$ cat src/rtl/isdu_param.sv
// isdu_param: LC-3 style instruction sequencer/decoder control unit.
// Each SRAM access is a single state held for MEM_WAIT cycles.
// Optional build macro: ISDU_PAUSE_EN adds PAUSE1/PAUSE2 and LD_LED.
//
// state  | meaning
// HALTED | idle after reset, waits for Run
// F18    | MAR <= PC, PC <= PC+1
// RD33   | instruction fetch read
// IR35   | IR <= MDR
// DEC32  | BEN latch, opcode dispatch
// ADD1   | ADD
// AND5   | AND
// NOT9   | NOT
// BR0    | branch test on BEN
// BR22   | PC <= PC+off9
// JMP12  | PC <= BaseR
// JSR4   | R7 <= PC
// JSR21  | PC <= PC+off11
// JSRR20 | PC <= BaseR
// LEA14  | DR <= PC+off9
// LD2    | MAR <= PC+off9 (LD)
// RD25   | data read (LD/LDI)
// LD27   | DR <= MDR
// LDI10  | MAR <= PC+off9 (LDI)
// RD24   | pointer read (LDI)
// LDI26  | MAR <= MDR (LDI)
// ST3    | MAR <= PC+off9 (ST)
// STI11  | MAR <= PC+off9 (STI)
// RD29   | pointer read (STI)
// STI31  | MAR <= MDR (STI)
// ST23   | MDR <= SR
// WR16   | data write
// PAUSE1 | LD_LED, wait for Continue=1
// PAUSE2 | wait for Continue=0
module isdu_param #(
    parameter int MEM_WAIT = 2
) (
    input  logic       Clk,
    input  logic       Reset,
    input  logic       Run,
    input  logic       Continue,
    input  logic [3:0] Opcode,
    input  logic       IR_5,
    input  logic       IR_11,
    input  logic       BEN,
    output logic       LD_MAR,
    output logic       LD_MDR,
    output logic       LD_IR,
    output logic       LD_BEN,
    output logic       LD_CC,
    output logic       LD_REG,
    output logic       LD_PC,
    output logic       LD_LED,
    output logic       GatePC,
    output logic       GateMDR,
    output logic       GateALU,
    output logic       GateMARMUX,
    output logic [1:0] PCMUX,
    output logic       DRMUX,
    output logic       SR1MUX,
    output logic       SR2MUX,
    output logic       ADDR1MUX,
    output logic [1:0] ADDR2MUX,
    output logic [1:0] ALUK,
    output logic       Mem_CE,
    output logic       Mem_UB,
    output logic       Mem_LB,
    output logic       Mem_OE,
    output logic       Mem_WE
);

    typedef enum logic [4:0] {
        HALTED, F18, RD33, IR35, DEC32, ADD1, AND5, NOT9, BR0, BR22,
        JMP12, JSR4, JSR21, JSRR20, LEA14, LD2, RD25, LD27, LDI10, RD24,
        LDI26, ST3, STI11, RD29, STI31, ST23, WR16
`ifdef ISDU_PAUSE_EN
        , PAUSE1, PAUSE2
`endif
    } state_t;

    localparam logic [3:0] WAIT_INIT = 4'(MEM_WAIT - 1);

    state_t     state, next_state;
    logic [3:0] wait_cnt;
    logic       next_is_mem;

    assign Mem_CE = 1'b0;
    assign Mem_UB = 1'b0;
    assign Mem_LB = 1'b0;

    // State register and memory wait counter (loaded only when entering an access)
    always_ff @(posedge Clk) begin
        if (Reset) begin
            state    <= HALTED;
            wait_cnt <= '0;
        end else begin
            state <= next_state;
            if (state != next_state && next_is_mem)
                wait_cnt <= WAIT_INIT;
            else if (wait_cnt != 4'd0)
                wait_cnt <= wait_cnt - 4'd1;
        end
    end

    // Next-state and control-word decode
    always_comb begin
        next_state = state;
        LD_MAR = 1'b0; LD_MDR = 1'b0; LD_IR = 1'b0; LD_BEN = 1'b0;
        LD_CC = 1'b0; LD_REG = 1'b0; LD_PC = 1'b0; LD_LED = 1'b0;
        GatePC = 1'b0; GateMDR = 1'b0; GateALU = 1'b0; GateMARMUX = 1'b0;
        PCMUX = 2'b00; DRMUX = 1'b0; SR1MUX = 1'b0; SR2MUX = 1'b0;
        ADDR1MUX = 1'b0; ADDR2MUX = 2'b00; ALUK = 2'b00;
        Mem_OE = 1'b1; Mem_WE = 1'b1;
        case (state)
            HALTED: if (Run) next_state = F18;
            F18: begin
                GatePC = 1'b1; LD_MAR = 1'b1; LD_PC = 1'b1;
                next_state = RD33;
            end
            RD33, RD25, RD24, RD29: begin
                Mem_OE = 1'b0;
                if (wait_cnt == 4'd0) begin
                    LD_MDR = 1'b1;
                    case (state)
                        RD33:    next_state = IR35;
                        RD25:    next_state = LD27;
                        RD24:    next_state = LDI26;
                        default: next_state = STI31;
                    endcase
                end
            end
            IR35: begin
                GateMDR = 1'b1; LD_IR = 1'b1;
                next_state = DEC32;
            end
            DEC32: begin
                LD_BEN = 1'b1;
                case (Opcode)
                    4'b0001: next_state = ADD1;
                    4'b0101: next_state = AND5;
                    4'b1001: next_state = NOT9;
                    4'b0000: next_state = BR0;
                    4'b1100: next_state = JMP12;
                    4'b0100: next_state = JSR4;
                    4'b1110: next_state = LEA14;
                    4'b0010: next_state = LD2;
                    4'b1010: next_state = LDI10;
                    4'b0011: next_state = ST3;
                    4'b1011: next_state = STI11;
`ifdef ISDU_PAUSE_EN
                    4'b1101: next_state = PAUSE1;
`endif
                    default: next_state = F18;
                endcase
            end
            ADD1, AND5, NOT9: begin
                GateALU = 1'b1; LD_REG = 1'b1; LD_CC = 1'b1;
                DRMUX = 1'b1; SR1MUX = 1'b1; SR2MUX = IR_5;
                ALUK = (state == ADD1) ? 2'b00 : (state == AND5) ? 2'b01 : 2'b10;
                next_state = F18;
            end
            BR0: next_state = BEN ? BR22 : F18;
            BR22: begin
                LD_PC = 1'b1; PCMUX = 2'b01; ADDR1MUX = 1'b1; ADDR2MUX = 2'b01;
                next_state = F18;
            end
            JMP12: begin
                LD_PC = 1'b1; PCMUX = 2'b01; SR1MUX = 1'b1; ADDR2MUX = 2'b11;
                next_state = F18;
            end
            JSR4: begin
                GatePC = 1'b1; LD_REG = 1'b1; DRMUX = 1'b0;
                next_state = IR_11 ? JSR21 : JSRR20;
            end
            JSR21: begin
                LD_PC = 1'b1; PCMUX = 2'b01; ADDR1MUX = 1'b1; ADDR2MUX = 2'b10;
                next_state = F18;
            end
            // base register field is the same one JMP uses
            JSRR20: begin
                LD_PC = 1'b1; PCMUX = 2'b01; SR1MUX = 1'b1; ADDR2MUX = 2'b11;
                next_state = F18;
            end
            LEA14: begin
                GateMARMUX = 1'b1; LD_REG = 1'b1; LD_CC = 1'b1;
                ADDR1MUX = 1'b1; ADDR2MUX = 2'b01; DRMUX = 1'b1;
                next_state = F18;
            end
            LD2, LDI10, ST3, STI11: begin
                GateMARMUX = 1'b1; LD_MAR = 1'b1; ADDR1MUX = 1'b1; ADDR2MUX = 2'b01;
                case (state)
                    LD2:     next_state = RD25;
                    LDI10:   next_state = RD24;
                    ST3:     next_state = ST23;
                    default: next_state = RD29;
                endcase
            end
            LD27: begin
                GateMDR = 1'b1; LD_REG = 1'b1; LD_CC = 1'b1; DRMUX = 1'b1;
                next_state = F18;
            end
            LDI26, STI31: begin
                GateMDR = 1'b1; LD_MAR = 1'b1;
                next_state = (state == LDI26) ? RD25 : ST23;
            end
            ST23: begin
                GateALU = 1'b1; ALUK = 2'b11; LD_MDR = 1'b1;
                next_state = WR16;
            end
            WR16: begin
                Mem_WE = 1'b0;
                if (wait_cnt == 4'd0) next_state = F18;
            end
`ifdef ISDU_PAUSE_EN
            PAUSE1: begin
                LD_LED = 1'b1;
                if (Continue) next_state = PAUSE2;
            end
            PAUSE2: if (!Continue) next_state = F18;
`endif
            default: next_state = F18;
        endcase
        next_is_mem = (next_state == RD33) || (next_state == RD25) || (next_state == RD24) ||
                      (next_state == RD29) || (next_state == WR16);
    end

`ifndef ISDU_PAUSE_EN
    logic unused_continue;
    assign unused_continue = Continue;
`endif

endmodule

$ cat config.mk
export PLATFORM = sky130hd
export DESIGN_NAME = isdu_param
export DESIGN_NICKNAME = d
export VERILOG_FILES = /design/src/rtl/isdu_param.sv
export SDC_FILE = /design/constraint.sdc
export NUM_CORES = 1
export LEC_CHECK = 0
export CORE_MARGIN = 1.5
export CORE_UTILIZATION = 49
export CTS_CLUSTER_DIAMETER = 120
export DETAILED_ROUTE_END_ITERATION = 6
export GPL_TIMING_DRIVEN = 0
export PLACE_DENSITY = 0.84
export RECOVER_POWER = 50
export SETUP_SLACK_MARGIN = 0.05
export SLEW_MARGIN = 5
export SYNTH_ARGS = -nofsm -noshare
export SYNTH_HDL_FRONTEND = slang
export SYNTH_SLANG_ARGS = --single-unit
$ cat constraint.sdc
create_clock -name Clk -period 3.2 [get_ports Clk]
set_input_delay 0.96 -clock Clk [delete_from_list [all_inputs] [get_ports Clk]]
set_output_delay 0.96 -clock Clk [all_outputs]
set_load 0.02 [all_outputs]
; ---- Yosys cells after proc, flatten, opt, wreduce, memory -nomap -nowiden
; Memory sizes are Yosys's and may differ from the RTL's.
; Cells that the tools add are included.
[classes]
n_addsub = 1
eq_ne = 32
muxes = 33
n_reduce_logical = 27
[op_table]
columns = op, count
row1 = $eq A5 B5 Y1 const B, 15
row2 = $pmux W5 S11, 1
row3 = $eq A5 B4 Y1 const B, 8
row4 = $eq A5 B3 Y1 const B, 4
row5 = $mux W1, 20
row6 = $reduce_or A4 Y1, 5
row7 = $reduce_or A5 Y1, 4
row8 = $eq A5 B2 Y1 const B, 3
row9 = $mux W5, 3
row10 = $pmux W5 S3, 1
row11 = $reduce_or A7 Y1, 2
row12 = $pmux W4 S3, 1
row13 = $reduce_or A6 Y1, 2
row14 = $mux W4, 2
row15 = $reduce_or A2 Y1, 4
row16 = $pmux W2 S3, 1
row17 = $eq A5 B1 Y1 const B, 1
row18 = $logic_not A5 Y1, 1
row19 = $ne A5 B5 Y1, 1
row20 = $logic_not A4 Y1, 1
row21 = $logic_or A1 B1 Y1, 4
row22 = $mux W2, 2
row23 = $pmux W2 S2, 1
row24 = $reduce_bool A4 Y1, 1
row25 = 5 further kinds, 5
[word_totals]
register_bits = 9
romBits = 80
inputBits = 11
output_inout_bits = 27
word_cells = 97
n_memories = 1
[mem_list]
columns = memory, depth, width, rd, rd_clocked_by_memory_dff, write_ports, line
row1 = (name not given), 16, 5, 1, 0, 0, 138  ; case (Opcode)

; ---- Logic depth before layout (Yosys ltp)
[logic_depth]
depth_word = 11
ltp_mapped = 11
ltp_nobuf = 10

; ---- Least setup slack after synthesis
; No wires, ideal clock.
[synth_timing]
path_type = register to output
start = register state[1]
end = output LD_MDR
arrival_time_ns = 1.770
required_ns = 2.240
setup_slack_ns = 0.470
path_stages_with_launch = 7
n_path_buf = 2
cell_sequence = dfxtp_1 -> buf_2 -> clkbuf_1 -> nand2b_1 -> nor2_1 -> a21oi_1 -> o31ai_1
[synth_via]
elab_chain_len = 3
elab_cells_between_ends = 7
classes_between = eq/ne: 5 / mux: 1 / reduce/logical: 1
[synth_lines]
columns = item, line
row1 = "start, declared", 83  ; state_t state, next_state;
row2 = "start signal, assigned", 97  ; state <= next_state;
row3 = $eq A5 B5 Y1 or $eq A5 B2 Y1 (tied branches), 114  ; case (state)
row4 = $reduce_or A4 Y1, 114
row5 = $pmux W1 S2 *, 114
row6 = "end, declared", 47  ; output logic LD_MDR,
; Every way passes the cells marked *; elsewhere a longest branch is shown, timed or not.

; ---- Worst setup path after layout
[layout_timing]
start = input Opcode[3]
end = register wait_cnt[1]
[layout_via]
elab_chain_len = 9
elab_cells_between_ends = 14
classes_between = eq/ne: 6 / mux: 1 / reduce/logical: 6 / memory: 1
[layout_lines]
columns = item, line
row1 = "start, declared", 42  ; input logic [3:0] Opcode,
row2 = $mem_v2 Z16 W5 *, --
row3 = $pmux W5 S11 *, 114
row4 = $eq A5 B2 Y1 or $eq A5 B5 Y1 (tied branches), 223  ; next_is_mem = (next_state == RD33) || (next_state == RD25) || (next_state == RD24) ||
row5 = $logic_or A1 B1 Y1 (3 in series), 223
row6 = $logic_or A1 B1 Y1, 224  ; (next_state == RD29) || (next_state == WR16);
row7 = $logic_and A1 B1 Y1 *, 98  ; if (state != next_state && next_is_mem)
row8 = $reduce_or A2 Y1 (no line) *, --
row9 = "end signal, assigned", 101  ; wait_cnt <= wait_cnt - 4'd1;
row10 = "end, declared", 84  ; logic [3:0] wait_cnt;
; Marks and branches as above.
; A chain may end at the register's enable or synchronous reset.

==> summary.md <==
| Metric | Value |
|---|---|
| Post-Syn Area | 1400 µm² |
| Cells after Synth | 208 |
| Largest family of logic cells by synthesized area | simple AND/OR/NAND/NOR gates |
| TritonRoute pass-1 iters | 4 |
| Routability cong. | 0.997 |
| DRT Wirelength | 4110 µm |
| CTS Root Cell | clkbuf_4 |
| Reg2Reg Depth | 11 |
| WHS | between 0.5 and 0.6 ns |
| Layout fillers | 252 |
| Number of synthesized register bits | 9 |
| Synth cell count leaders | a21oi_1 (22), nand2_1 (20), nor2_1 (16) |
| Syn-to-layout area delta | 27.6% |
| # IOs | 38 |
| I/O Buffers | 28 |
| Share of the synthesized area in the top cell type | 12.8% |
| Crit path to | wait_cnt[1]$_SDFFE_PP0N_ |
| Worst r2r dst | wait_cnt[1]$_SDFFE_PP0N_ |
| Critical path launch point | Opcode[3] |
| Worst R2R Setup Slack | 0.45 ns |
| Routed vias/inst | 6.07 |
| Crit path DAT | ~3.2 ns |
| Leading area contributor after synthesis | dfxtp_1 |
| First-pass GRT wire length | 6670 µm |
| Final setup viols | 0 |
| Peak supply drop | 493 µV |
| Total Routing Usage GR | 25.8% |
| Die footprint | 3200 µm² |
| Largest net degree at the start of global routing | 11 |
| Die height | about 57 µm |
| Longest Clk Path Bufs | 2 |
| DRT iter0 DRCs | 75 |
| Worst skew pair latency | 0.25 ns |
| Diode count | 0 |
| Pins Over Slew Limit | 0 |
| CP max FO | 7 |
| Vias in the first global route | 1,499 |
| Gr ovfl total | 0 |
| Tcrit/Tclk final | 96.5% |
| DP HPWL | 3140 µm |
| Crit path launch type | input pin |
| H-tree Lvls | 1 |
| Max-Cap Viols | 0 |
| Fraction of registers with async set/reset | 0% |
| XOR/XNOR share of the synthesized area | under 10% |
| CP required | 3.35 ns |
| Pwr Density | 402 nW/µm² |
| Initial antenna violation count | 0 |
| Status | complete, no violations |
| Post-layout min period | 3.09 ns |
| CTS tree | yes |
| Placed Area | 1740 µm² |
| DR WL/cell | 14.9 µm |
| Routed vias | 1,670 |
| Slew margin rel. | 63.9% |
| Clock Skews | ~0.0028 ns |
| Final core utilization | 65.5% |
| Setup ws final | 0.111 ns |
| NumNets Final | 257 |
| Dpl ws | -0.169 ns |
| Compound-cell area share of the yosys netlist | 33.0% |
| Number of synthesized flops with an enable pin | 0 |
| Fmax | 324 MHz |
| Crit Reg-Reg Startpoint | wait_cnt[0]$_SDFFE_PP0P_ |
| Dominant synthesized flop cell | dfxtp_1 |
| Sequential area share after synthesis | 12.8% |
| Leakage | about 0.00078 µW |
| Die X | 56.5 µm |
| Post-DRT Antenna Nets | 0 |
| Average cell area after synthesis | approximately 6.7 µm² |
| Post-Synth Simple-Gate Area | 37.9% |
| CP Class | input pin to register |
| Clock transition at the registers of the reported paths | around 0.060 ns |
| CP Capture Type | register |
| Synth Warn # | 0 |
| Cell Rows | 19 |
| Number of remaining DRC errors | 0 |
| Share of cells above drive strength 1 | 17.6% |
| Hold WC Path Type | register to register |
| Starting Density | 51.4% |
| Synth unique cells | 62 |
| Tot Pwr | 720 µW |
| Hold Fails Final Rpt | 0 |
| Setup repair after global routing missed its margin | true |
| Final instance area | about 1800 µm² |
| Top-count cell post-synth | a21oi_1 |
| Worst-Margin Slew | 0.537 ns |
| Adder-Cell Fraction of Synth Area | less than 1% |
| Floorplan core area | 2730 µm² |
| Top cells by area, synth | dfxtp_1 (13%), a21oi_1 (7.8%), nand2_1 (5.3%) |
| TritonCTS Buffers | 3 |
| Multiplexer share of the synthesized area | 0% |
| Clock tree sinks | 9 |
## power breakdown
group	switching (µW)	total (µW)	internal [µW]
logic	276	475	199
registers	24.5	161	137
clock network	36.5	84.3	47.8
total	337	720	384
## through the flow
step | cells | TNS [ns]
3_5_place_dp | 271 | -0.884
5_1_grt | 275 | 0
6_report | 275 | 0
2_1_floorplan | 212 | 0
4_1_cts | 275 | 0
3_3_place_gp | 271 | -0.498
## timing repair
action                     4_1_cts  5_1_grt
pin swaps                        0        2
setup endpoints to repair       18        9
gates resized for setup         23       11
buffers inserted                 0        0
hold buffers                     0        0
## state kept, by name, summed over array words and instances, names as in the netlist
signal    count
state         5
wait_cnt      4
## routing by layer
metal / routed length (µm) / track usage (%) / vias up
met1: 1710 / 33.4 / 747
li1: - / - / 816
met5: 0 / 0 / -
met3: 360 / 3.00 / 17
met4: 142 / 13.6 / 0
met2: 1900 / 41.5 / 90
## critical path, cell delays in order
cell and delay, ns:
clkdlybuf4s50_1 0.51, o311ai_0 0.54, nand4_1 0.31, a41oi_2 0.24, a21boi_1 0.23, a31oi_2 0.09
a2111oi_2 0.35
## final cells by class
| type | instances | area (µm²) | area share, % |
|---|---|---|---|
| multi-input cells | 172 | 1090 | 61.0 |
| repair buffers | 28 | 273 | 15.2 |
| flip-flops and latches | 9 | 180 | 10.1 |
| plain buffers | 24 | 154 | 8.59 |
| well taps | 31 | 38.8 | 2.16 |
| clock buffers | 4 | 26.3 | 1.47 |
| inverters | 7 | 26.3 | 1.47 |
## worst min-delay path by stage
stage | start | endpoint | cells past startpoint
4_1_cts | wait_cnt[2]$_SDFFE_PP0N_ | wait_cnt[2]$_SDFFE_PP0N_ | 2
5_1_grt | wait_cnt[2]$_SDFFE_PP0N_ | wait_cnt[2]$_SDFFE_PP0N_ | 2
3_5_place_dp | wait_cnt[2]$_SDFFE_PP0N_ | wait_cnt[2]$_SDFFE_PP0N_ | 2
2_1_floorplan | wait_cnt[2]$_SDFFE_PP0N_ | wait_cnt[2]$_SDFFE_PP0N_ | 2
3_3_place_gp | wait_cnt[2]$_SDFFE_PP0N_ | wait_cnt[2]$_SDFFE_PP0N_ | 2
6_report | wait_cnt[2]$_SDFFE_PP0N_ | wait_cnt[2]$_SDFFE_PP0N_ | 2
## cells by family after synthesis
family	after synthesis
and+or+nand+nor	91
AOI/OAI and AO/OA	69
buffers and inverters	31
DFF	9
xor gates and xnor gates	6
adders and majority gates	1
other	1
## cells in the final DEF, fill, tap and decap left out, types with 6 or more instances in the layout
master,synthesis,layout
dlygate4sd2_1,0,10
buf_2,8,8
a21oi_1,22,22
inv_1,6,6
clkdlybuf4s50_1,0,13
nor3_1,9,9
nand2_1,20,20
dfxtp_1,9,9
o22ai_1,7,7
o21ai_0,15,15
nor2b_1,8,8
buf_4,7,10
nor2_1,16,13
Note: power is estimated with default switching activity, not from simulation.
